==> config.mk <==
export PLATFORM = sky130hd
export DESIGN_NAME = logic_seq
export DESIGN_NICKNAME = d
export VERILOG_FILES = /design/src/rtl/logic_seq.sv
export SDC_FILE = /design/constraint.sdc
export NUM_CORES = 1
export LEC_CHECK = 0
export ABC_AREA = 1
export CAP_MARGIN = 20
export CORE_ASPECT_RATIO = 0.75
export CORE_MARGIN = 10
export CORE_UTILIZATION = 42
export CTS_CLUSTER_DIAMETER = 60
export DETAILED_ROUTE_END_ITERATION = 12
export GPL_ROUTABILITY_DRIVEN = 1
export PLACE_DENSITY = 0.78
export RECOVER_POWER = 50
export REMOVE_ABC_BUFFERS = 1
export SLEW_MARGIN = 25
export SYNTH_ARGS = -nofsm -noshare
export SYNTH_HDL_FRONTEND = slang
export SYNTH_SLANG_ARGS = --single-unit
export TNS_END_PERCENT = 50
==> constraint.sdc <==
create_clock -name CLK -period 1.7 [get_ports CLK]
set_clock_uncertainty 0.1 [all_clocks]
set_input_delay 0.255 -clock CLK [delete_from_list [all_inputs] [get_ports CLK]]
set_output_delay 0.255 -clock CLK [all_outputs]
set_load 0.05 [all_outputs]
==> src/rtl/logic_seq.sv <==
// Sequencer for an external logic-op stage: it takes a truth-table select and two
// operands, waits a fixed settle time, then captures the result and its flags.
module logic_seq #(
  parameter int DELAY_RISE    = 0,
  parameter int DELAY_FALL    = 0,
  parameter int SETTLE_CYCLES = 1
) (
  input  logic       CLK,
  input  logic       RST_BAR,
  input  logic       START,
  input  logic [3:0] OP_IN,
  input  logic [7:0] BUS_IN,
  input  logic       BUS_VALID,
  output logic       BUS_READY,
  output logic [3:0] OP_SEL_OUT,
  output logic [7:0] LHS_OUT,
  output logic [7:0] RHS_OUT,
  input  logic [7:0] RESULT_IN,
  output logic [7:0] RESULT_OUT,
  output logic       Z_FLAG,
  output logic       N_FLAG,
  output logic       BUSY,
  output logic       DONE
);

  // No gate-level cells exist in this RTL, so the delays have nowhere to go.
  // An empty marker block appears in the hierarchy when a parameter is out of range.
  if (DELAY_RISE < 0 || DELAY_FALL < 0 || SETTLE_CYCLES < 1 || SETTLE_CYCLES > 15) begin : g_param_range_error
  end

  localparam logic [3:0] CNT_LOAD = 4'(SETTLE_CYCLES - 1);

  typedef enum logic [2:0] {IDLE, LHS, RHS, SETTLE, FIN} state_t;

  state_t     r_state, w_nxt;
  logic [3:0] r_cnt;
  logic [3:0] r_op;
  logic [7:0] r_lhs, r_rhs, r_res;
  logic       r_z, r_n;
  logic       w_ld_op, w_ld_lhs, w_ld_rhs, w_dec, w_cap;

  always_ff @(posedge CLK) begin
    if (!RST_BAR) r_state <= IDLE;
    else          r_state <= w_nxt;
  end

  always_comb begin
    w_nxt    = r_state;
    w_ld_op  = 1'b0;
    w_ld_lhs = 1'b0;
    w_ld_rhs = 1'b0;
    w_dec    = 1'b0;
    w_cap    = 1'b0;
    unique case (r_state)
      IDLE: if (START) begin
        w_ld_op = 1'b1;
        w_nxt   = LHS;
      end
      LHS: if (BUS_VALID) begin
        w_ld_lhs = 1'b1;
        w_nxt    = RHS;
      end
      RHS: if (BUS_VALID) begin
        w_ld_rhs = 1'b1;
        w_nxt    = SETTLE;
      end
      SETTLE: if (r_cnt == 4'd0) begin
        w_cap = 1'b1;
        w_nxt = FIN;
      end else begin
        w_dec = 1'b1;
      end
      FIN:     w_nxt = IDLE;
      default: w_nxt = IDLE;
    endcase
  end

  // Operand/result registers only move on their load strobes, so they hold through FIN and IDLE.
  always_ff @(posedge CLK) begin
    if (!RST_BAR) begin
      r_cnt <= 4'd0;
      r_op  <= 4'h0;
      r_lhs <= 8'h00;
      r_rhs <= 8'h00;
      r_res <= 8'h00;
      r_z   <= 1'b0;
      r_n   <= 1'b0;
    end else begin
      if (w_ld_op)  r_op  <= OP_IN;
      if (w_ld_lhs) r_lhs <= BUS_IN;
      if (w_ld_rhs) begin
        r_rhs <= BUS_IN;
        r_cnt <= CNT_LOAD;
      end
      if (w_dec) r_cnt <= r_cnt - 4'd1;
      if (w_cap) begin
        r_res <= RESULT_IN;
        r_z   <= (RESULT_IN == 8'h00);
        r_n   <= RESULT_IN[7];
      end
    end
  end

  assign BUS_READY  = (r_state == LHS) || (r_state == RHS);
  assign BUSY       = (r_state == LHS) || (r_state == RHS) || (r_state == SETTLE);
  assign DONE       = (r_state == FIN);
  assign OP_SEL_OUT = r_op;
  assign LHS_OUT    = r_lhs;
  assign RHS_OUT    = r_rhs;
  assign RESULT_OUT = r_res;
  assign Z_FLAG     = r_z;
  assign N_FLAG     = r_n;

endmodule
* Word-level counts from Yosys, hierarchy flattened
Index checks and enable logic that the tools add are counted.
** Operators by class
- Multiply operators :: 0
- Bitwise gates (word level) :: 0
- Equality and inequality tests :: 8
- Reduce and logical (&&, ||, !) cells :: 7
- Shift-type cells :: 0
- Add/sub/neg operators :: 1
- Order comparisons :: 0
- Mux-type cells :: 16
- Div/mod/pow operators :: 0
** Operators by type and width (count)
- 3-bit two-way mux :: 4
- 3-bit case mux with 4 select lines :: 1
- 1-bit two-way mux :: 9
- 8-bit zero test :: 1
- 4-bit two-way mux :: 2
- 2-bit != test (second input constant) :: 4
- 3-bit by 2-bit equality test with 1-bit output (second input constant) :: 2
- 4-bit zero test :: 1
- 4-bit AND reduction :: 1
- 4-bit by 1-bit subtractor with 4-bit output (second input constant) :: 1
- 3-bit by 1-bit equality test with 1-bit output (second input constant) :: 1
- 3-bit equality test (second input constant) :: 1
- 3-bit zero test :: 1
- 1-bit logical OR :: 2
- 2-bit nonzero test :: 1
** Word-level totals
- ROM bits :: 0
- Word-level logic and storage cells :: 40
- Register bits :: 37
- Memories :: 0
- Latch bits :: 0
- Bits of input ports :: 24
- RAM bits :: 0

* Depth between registers and ports, before layout
Gate-level depths: netlist (run 1).
- Depth after elaboration :: 4
- Gate-level depth with buffers :: 10
- Gate-level depth less buffers :: 10

* Worst setup path after synthesis (run 1)
OpenSTA, ideal clock, no wires.
- Kind :: reg2out
- From :: reg r_state[2]
- To :: out DONE
- Path slack :: -0.205 ns
- Required time :: 1.345 ns
- Cell stages (with the launch flop) :: 2
- Arrival :: 1.550 ns
- Path through :: dfxtp_1 > nor3b_1
** Between the ends
- Longest elaborated chain between the ends :: 1
** Ends and longest elaborated chain
- start, declared :: RTL line 35 : state_t r_state, w_nxt;
- start signal, assigned :: RTL line 44 : else r_state <= w_nxt;
- 3-bit equality test :: RTL line 106 : assign DONE = (r_state == FIN);
- end, declared :: RTL line 23 : output logic DONE
Every way passes these cells.

* Worst setup path in the final report (run 1)
Ends and elaborated chain as after synthesis.

==> impl_metrics.yaml, run 1 <==
status:
  outcome: "finished clean"
timing:
  fmax_mhz: 611.8
  period_needed_ns: 1.634
  whs_ns: 0.3422
  setup_viol: 0
  maxSlewViolCount: 0
  slew_headroom: 0.5714
  fin_ws_ns: 0.06560
  rsz0062_at_grt: "yes"
  period_share: 0.9614
  hold_viol: 0
  tightest_slew_ns: 0.6457
routing:
  via_count: 1399
  wl_microns: 3710
  first_pass_iters: 4
  ant_nets: 0
  routedWlPerCell_microns: 12.53
  viasPerCell: 4.726
  drt_iter0_drc: 69
  drc: 0
clock_network:
  clkSinkCount: 36
  insertion_delay_ns: 0.29
  cts_resized: 0
  clk_pin_slew_worst_paths_ns: 0.07
  cts_tree: "yes"
  h-tree-depth: 2
  cts_buffers: 5
  cts_hold_buffers: 0
  clk_path_buf_depth: 2
  ctsRootBufferMaster: "clkbuf_8"
  post-cts-setup-buffers: 0
placed_design:
  gp_congestion: 0.8111
  dp_hpwl_microns: 2835
  io_buffers: 56
  dp_slack_ns: 0.1478
  placed_cell_area_sq_mm: 0.002007
pwr:
  clkPwrFrac: 0.215
  post-layout-total-power_w: 0.002938
  power_frac_seq: 0.365
  ir_drop_uv: 820.5
  internal_power_w: 0.001654
  power_density_mw_per_mm2: 1478
  leakagePower_nw: 0.8206
  p_sw_frac: 0.4370
  comb_power_share: 0.420
  net-switching-power_w: 0.001284
cells_and_area:
  antenna_cells: 0
  areaGrowthSynthToFinish_pct: 39.26
  fillers: 340
  drive_gt1_frac: 0.08594
  nets: 280
  design_area_sq_mm: 0.001988
  utilization: 0.6046
global_routing:
  overflow: 0
  grt_use_total: 0.1198
  grt_pass1_vias: 1347
  grt_max_degree: 33
  antenna_found_initial: 0
  grt_pass1_wl_microns: 6065
critical_path:
  path_class: "reg2out"
  arrival_ns: 1.28
  r2r_start: "r_state[0]$_SDFFE_PN0P_"
  end_kind: "output pin"
  setup.worst_path.start_class: "flop"
  path_max_fanout: 5
  worstPathRequired_ns: 1.34
  startpoint: "r_state[2]$_SDFFE_PN0P_"
die:
  die-height_microns: 70.49
  fp-row-count: 18
  die_x_microns: 87.32
  die_area_sq_mm: 0.006155
  start_util: 0.4342
  io_pins: 57
  core_area_sq_mm: 0.003288
yosys:
  syn_area_sq_mm: 0.001428
  synth_cells: 194
  synth.avg_cell_area_sq_um: 7.359
  ys_warn_count: 0
  synth-seq-cells: 36
  ys_seq_area_frac: 0.5048
  netlist-cell-type-count: 20
worst_hold_path:
  hp-start: "RHS_OUT[4]$_SDFFE_PN0P_"
  hp-class: "reg2reg"
job:
  drv_cap: 0
## power groups by stage
stage	clock network (W)	registers, W	logic (W)
CTS	0.000649	0.00108	0.00134
finish	0.000631	0.00107	0.00123
floorplan	0	0.00151	0.000414
global placement	0	0.00109	0.00133
global route	0.000681	0.00110	0.00133
detailed placement	0	0.00109	0.00134
## cell type report
class                   count  area (sq um)  share of cell area
flip-flops and latches     36         721.9              0.3631
inverters                  26         97.59             0.04909
multi-input cells         126         578.1              0.2907
well taps                  40         50.05             0.02517
clock inverters             2         10.01            0.005035
repair buffers             60         447.9              0.2253
clock buffers               6         82.58             0.04154
## cells in the mapped netlist
| master | number | area, sq um |
|---|---|---|
| a21oi_1 | 17 | 85.08 |
| dfxtp_1 | 36 | 720.7 |
| ha_1 | 1 | 12.51 |
| inv_2 | 1 | 3.750 |
| buf_4 | 1 | 7.510 |
| buf_2 | 2 | 10.01 |
| buf_1 | 1 | 3.750 |
| xnor2_1 | 1 | 8.760 |
| clkbuf_1 | 2 | 7.510 |
| nor2_4 | 1 | 11.26 |
| nand3_1 | 4 | 20.02 |
| inv_1 | 25 | 93.84 |
| nand2_1 | 17 | 63.81 |
| nor2_1 | 47 | 176.4 |
| or2_0 | 2 | 12.51 |
| nor3b_1 | 1 | 7.510 |
| nand4_1 | 1 | 6.260 |
| nor2_2 | 1 | 6.260 |
| nand3_2 | 1 | 10.01 |
| o21ai_0 | 32 | 160.2 |
## routing by layer
metal  wire length (microns)  share of wire  global-route usage
met1                    1694           0.46              0.1332
met2                    1542           0.42              0.1815
met5                       0              0                   0
met3                     445           0.12             0.08111
met4                      28         0.0075             0.03180
## logic make-up (layout without fill, tap and decap cells)
| logic type | after synthesis | in the layout | share of synthesized area |
|---|---|---|---|
| adder cells (fa/ha/maj) | 1 | 1 | 0.008763 |
| AND/OR/NAND/NOR | 75 | 75 | 0.2200 |
| buffers and inverters | 32 | 94 | 0.08852 |
| flip-flops | 36 | 36 | 0.5048 |
| XOR/XNOR | 1 | 1 | 0.006136 |
| AO/OA/AOI/OAI | 49 | 49 | 0.1718 |
## placed cells by master (no fill, tap or decap)
| cell | netlist | layout |
|---|---|---|
| o21ai_0 | 32 | 32 |
| nor3b_1 | 1 | 1 |
| nand4_1 | 1 | 1 |
| xnor2_1 | 1 | 1 |
| nor2_4 | 1 | 1 |
| clkbuf_8 | 0 | 6 |
| clkinv_2 | 0 | 2 |
| clkdlybuf4s50_1 | 0 | 23 |
| dfxtp_2 | 0 | 1 |
| inv_2 | 1 | 1 |
| dfxtp_1 | 36 | 35 |
| ha_1 | 1 | 1 |
| buf_12 | 0 | 4 |
| nor2_2 | 1 | 1 |
| clkbuf_2 | 0 | 2 |
| buf_4 | 1 | 3 |
| nand2_1 | 17 | 16 |
| nor2_1 | 47 | 47 |
| or2_0 | 2 | 2 |
| a21oi_1 | 17 | 17 |
| nand3_1 | 4 | 5 |
| inv_1 | 25 | 25 |
| nand2_2 | 0 | 1 |
| clkbuf_1 | 2 | 28 |
## worst max-delay path: stages, from the launching register on
cell and delay, ns:
dfxtp_1 0.43, nor3b_1 0.38, buf_12 0.19
## state kept, by name, summed over array words and instances (netlist names)
register,count
RESULT_OUT,8
r_state,3
RHS_OUT,8
LHS_OUT,8
OP_SEL_OUT,4
r_cnt,4
Z_FLAG,1
## per-stage QoR
stage          instances  setup TNS [ns]
2_1_floorplan        188         -0.2048
3_3_place_gp         288               0
3_5_place_dp         288               0
4_1_cts              296               0
5_1_grt              296        -0.01673
6_report             296               0
## worst paths after layout
path,to,slack [ns],cells after the start
worst max register to register,RESULT_OUT[6]$_SDFFE_PN0P_,0.24,6
worst max-delay path,DONE,0.07,2
worst min-delay path,RHS_OUT[4]$_SDFFE_PN0P_,0.34,2
worst min register to register,RHS_OUT[4]$_SDFFE_PN0P_,0.34,2
Power figures use the tool's default switching activity.
==> inputs of run 2 (changes only) <==
--- a/config.mk
+++ b/config.mk
@@ -9,13 +9,15 @@
 export CAP_MARGIN = 20
 export CORE_ASPECT_RATIO = 0.75
 export CORE_MARGIN = 10
-export CORE_UTILIZATION = 42
+export CORE_UTILIZATION = 44
+export CTS_BUF_LIST = sky130_fd_sc_hd__clkbuf_8
 export CTS_CLUSTER_DIAMETER = 60
 export DETAILED_ROUTE_END_ITERATION = 12
 export GPL_ROUTABILITY_DRIVEN = 1
-export PLACE_DENSITY = 0.78
+export PLACE_DENSITY = 0.81
 export RECOVER_POWER = 50
 export REMOVE_ABC_BUFFERS = 1
+export SETUP_SLACK_MARGIN = 0.02
 export SLEW_MARGIN = 25
 export SYNTH_ARGS = -nofsm -noshare
 export SYNTH_HDL_FRONTEND = slang
==> run 2 against run 1 <==
Against the previous run:
- clock power is 15% higher
- final cell count is 0.68% lower
- design area is 0.94% higher
- critical path depth is 1 higher
- hold slack hardly changed
- register-to-register slack hardly changed
- core utilization is 6.0 points higher
- non-clock buffer count stayed put
- sequential power hardly changed
- highest routed layer unchanged
==> impl_metrics.yaml, run 2 (synthesized netlist as in run 1, its figures left out) <==
critical_path:
  r2r_start: "r_state[1]$_SDFFE_PN0P_"
  path_class: "reg2out"
  setup.worst_path.start_class: "flop"
  arrival_ns: 1.26
  path_max_fanout: 5
  rr_worst_depth: 7
  r2r-end: "LHS_OUT[0]$_SDFFE_PN0P_"
  end_kind: "output pin"
  worstPathRequired_ns: 1.34
  r2r_setup_slack_ns: 0.24
routing:
  ant_nets: 0
  via_count: 1420
  first_pass_iters: 4
  drc: 0
  drt_iter0_drc: 79
  viasPerCell: 4.830
  routedWlPerCell_microns: 13.21
  wl_microns: 3883
worst_hold_path:
  min_path_cells: 2
  hp-class: "reg2reg"
  hp-start: "RHS_OUT[3]$_SDFFE_PN0P_"
  holdPathEnd: "RHS_OUT[3]$_SDFFE_PN0P_"
pwr:
  leakagePower_nw: 0.8281
  power_density_mw_per_mm2: 1515
  ir_drop_uv: 831.3
die:
  die_x_microns: 85.78
  fp-row-count: 17
  start_util: 0.4727
  die-height_microns: 69.33
  core_area_sq_mm: 0.003020
  io_pins: 57
  die_area_sq_mm: 0.005947
timing:
  period_share: 0.9477
  tightest_slew_ns: 0.6413
  rsz0062_at_grt: "no"
  period_needed_ns: 1.611
  setup_viol: 0
  fin_ws_ns: 0.08896
  whs_ns: 0.3419
  maxSlewViolCount: 0
  slew_headroom: 0.5743
  hold_viol: 0
  fmax_mhz: 620.7
placed_design:
  io_buffers: 56
  dp_hpwl_microns: 2923
  dp_slack_ns: 0.08494
  gp_congestion: 0.7200
clock_network:
  h-tree-depth: 2
  cts_tree: "yes"
  clk_pin_slew_worst_paths_ns: 0.07
  post-cts-setup-buffers: 0
  clk_path_buf_depth: 2
  insertion_delay_ns: 0.29
  ctsRootBufferMaster: "clkbuf_8"
  cts_resized: 0
  cts_hold_buffers: 0
  clkSinkCount: 36
  cts_buffers: 5
global_routing:
  antenna_found_initial: 0
  grt_use_total: 0.1266
  grt_pass1_vias: 1250
  grt_max_degree: 33
  overflow: 0
  grt_pass1_wl_microns: 6196
cells_and_area:
  drive_gt1_frac: 0.08594
  utilization: 0.6645
  layout_commonest_cell: "nor2_1"
  fillers: 277
  nets: 280
  areaGrowthSynthToFinish_pct: 40.58
  layout_common_cells: "nor2_1 (47), dfxtp_1 (35), o21ai_0 (32)"
  antenna_cells: 0
job:
  drv_cap: 0
status:
  outcome: "finished clean"
[run 2: layout make-up]
class,instances,area [sq um],area share
clock buffers,5,68.82,0.03429
clock inverters,3,38.79,0.01933
inverters,26,97.59,0.04863
multi-input cells,126,588.1,0.2930
flip-flops and latches,36,721.9,0.3597
well taps,38,47.55,0.02369
repair buffers,60,444.2,0.2213
[run 2: critical path, stage by stage, from the launching register on]
cell and delay [ns]:
dfxtp_1 0.31, buf_4 0.15, nor3b_1 0.32, buf_12 0.19
[run 2: how the worst max path moves through the flow]
stage / endpoint / cells after the start / startpoint
5_1_grt: BUS_READY / 5 / r_state[1]$_SDFFE_PN0P_
3_3_place_gp: r_cnt[3]$_SDFFE_PN0P_ / 6 / BUS_VALID
6_report: DONE / 3 / r_state[1]$_SDFFE_PN0P_
4_1_cts: BUS_READY / 5 / r_state[0]$_SDFFE_PN0P_
2_1_floorplan: DONE / 1 / r_state[2]$_SDFFE_PN0P_
3_5_place_dp: r_cnt[2]$_SDFFE_PN0P_ / 6 / BUS_VALID
[run 2: layer usage]
layer / global-route usage / vias to the layer above / part of all wire / routed length (microns)
met5: 0 / - / 0 / 0
met4: 0.04348 / 0 / 0.011 / 42
met3: 0.05972 / 6 / 0.089 / 347
met2: 0.1683 / 56 / 0.42 / 1641
met1: 0.1713 / 618 / 0.48 / 1851
li1: - / 740 / - / -
[run 2: stage by stage]
step | cells | total power, W | instance area [sq um] | TNS, ns
2_1_floorplan | 188 | 0.001922 | 1399 | -0.2048
3_3_place_gp | 286 | 0.002426 | 2004 | 0
3_5_place_dp | 286 | 0.002442 | 2004 | 0
4_1_cts | 294 | 0.003173 | 2112 | 0
5_1_grt | 294 | 0.003211 | 2007 | 0
6_report | 294 | 0.003041 | 2007 | 0
[run 2: report_power, final]
group / leakage (nW) / total, W / switching [W] / internal (W)
logic: 0.475 / 0.00125 / 0.000902 / 0.000349
registers: 0.294 / 0.00106 / 0.0000773 / 0.000986
clock network: 0.0593 / 0.000726 / 0.000297 / 0.000429
total: 0.828 / 0.00304 / 0.00128 / 0.00176
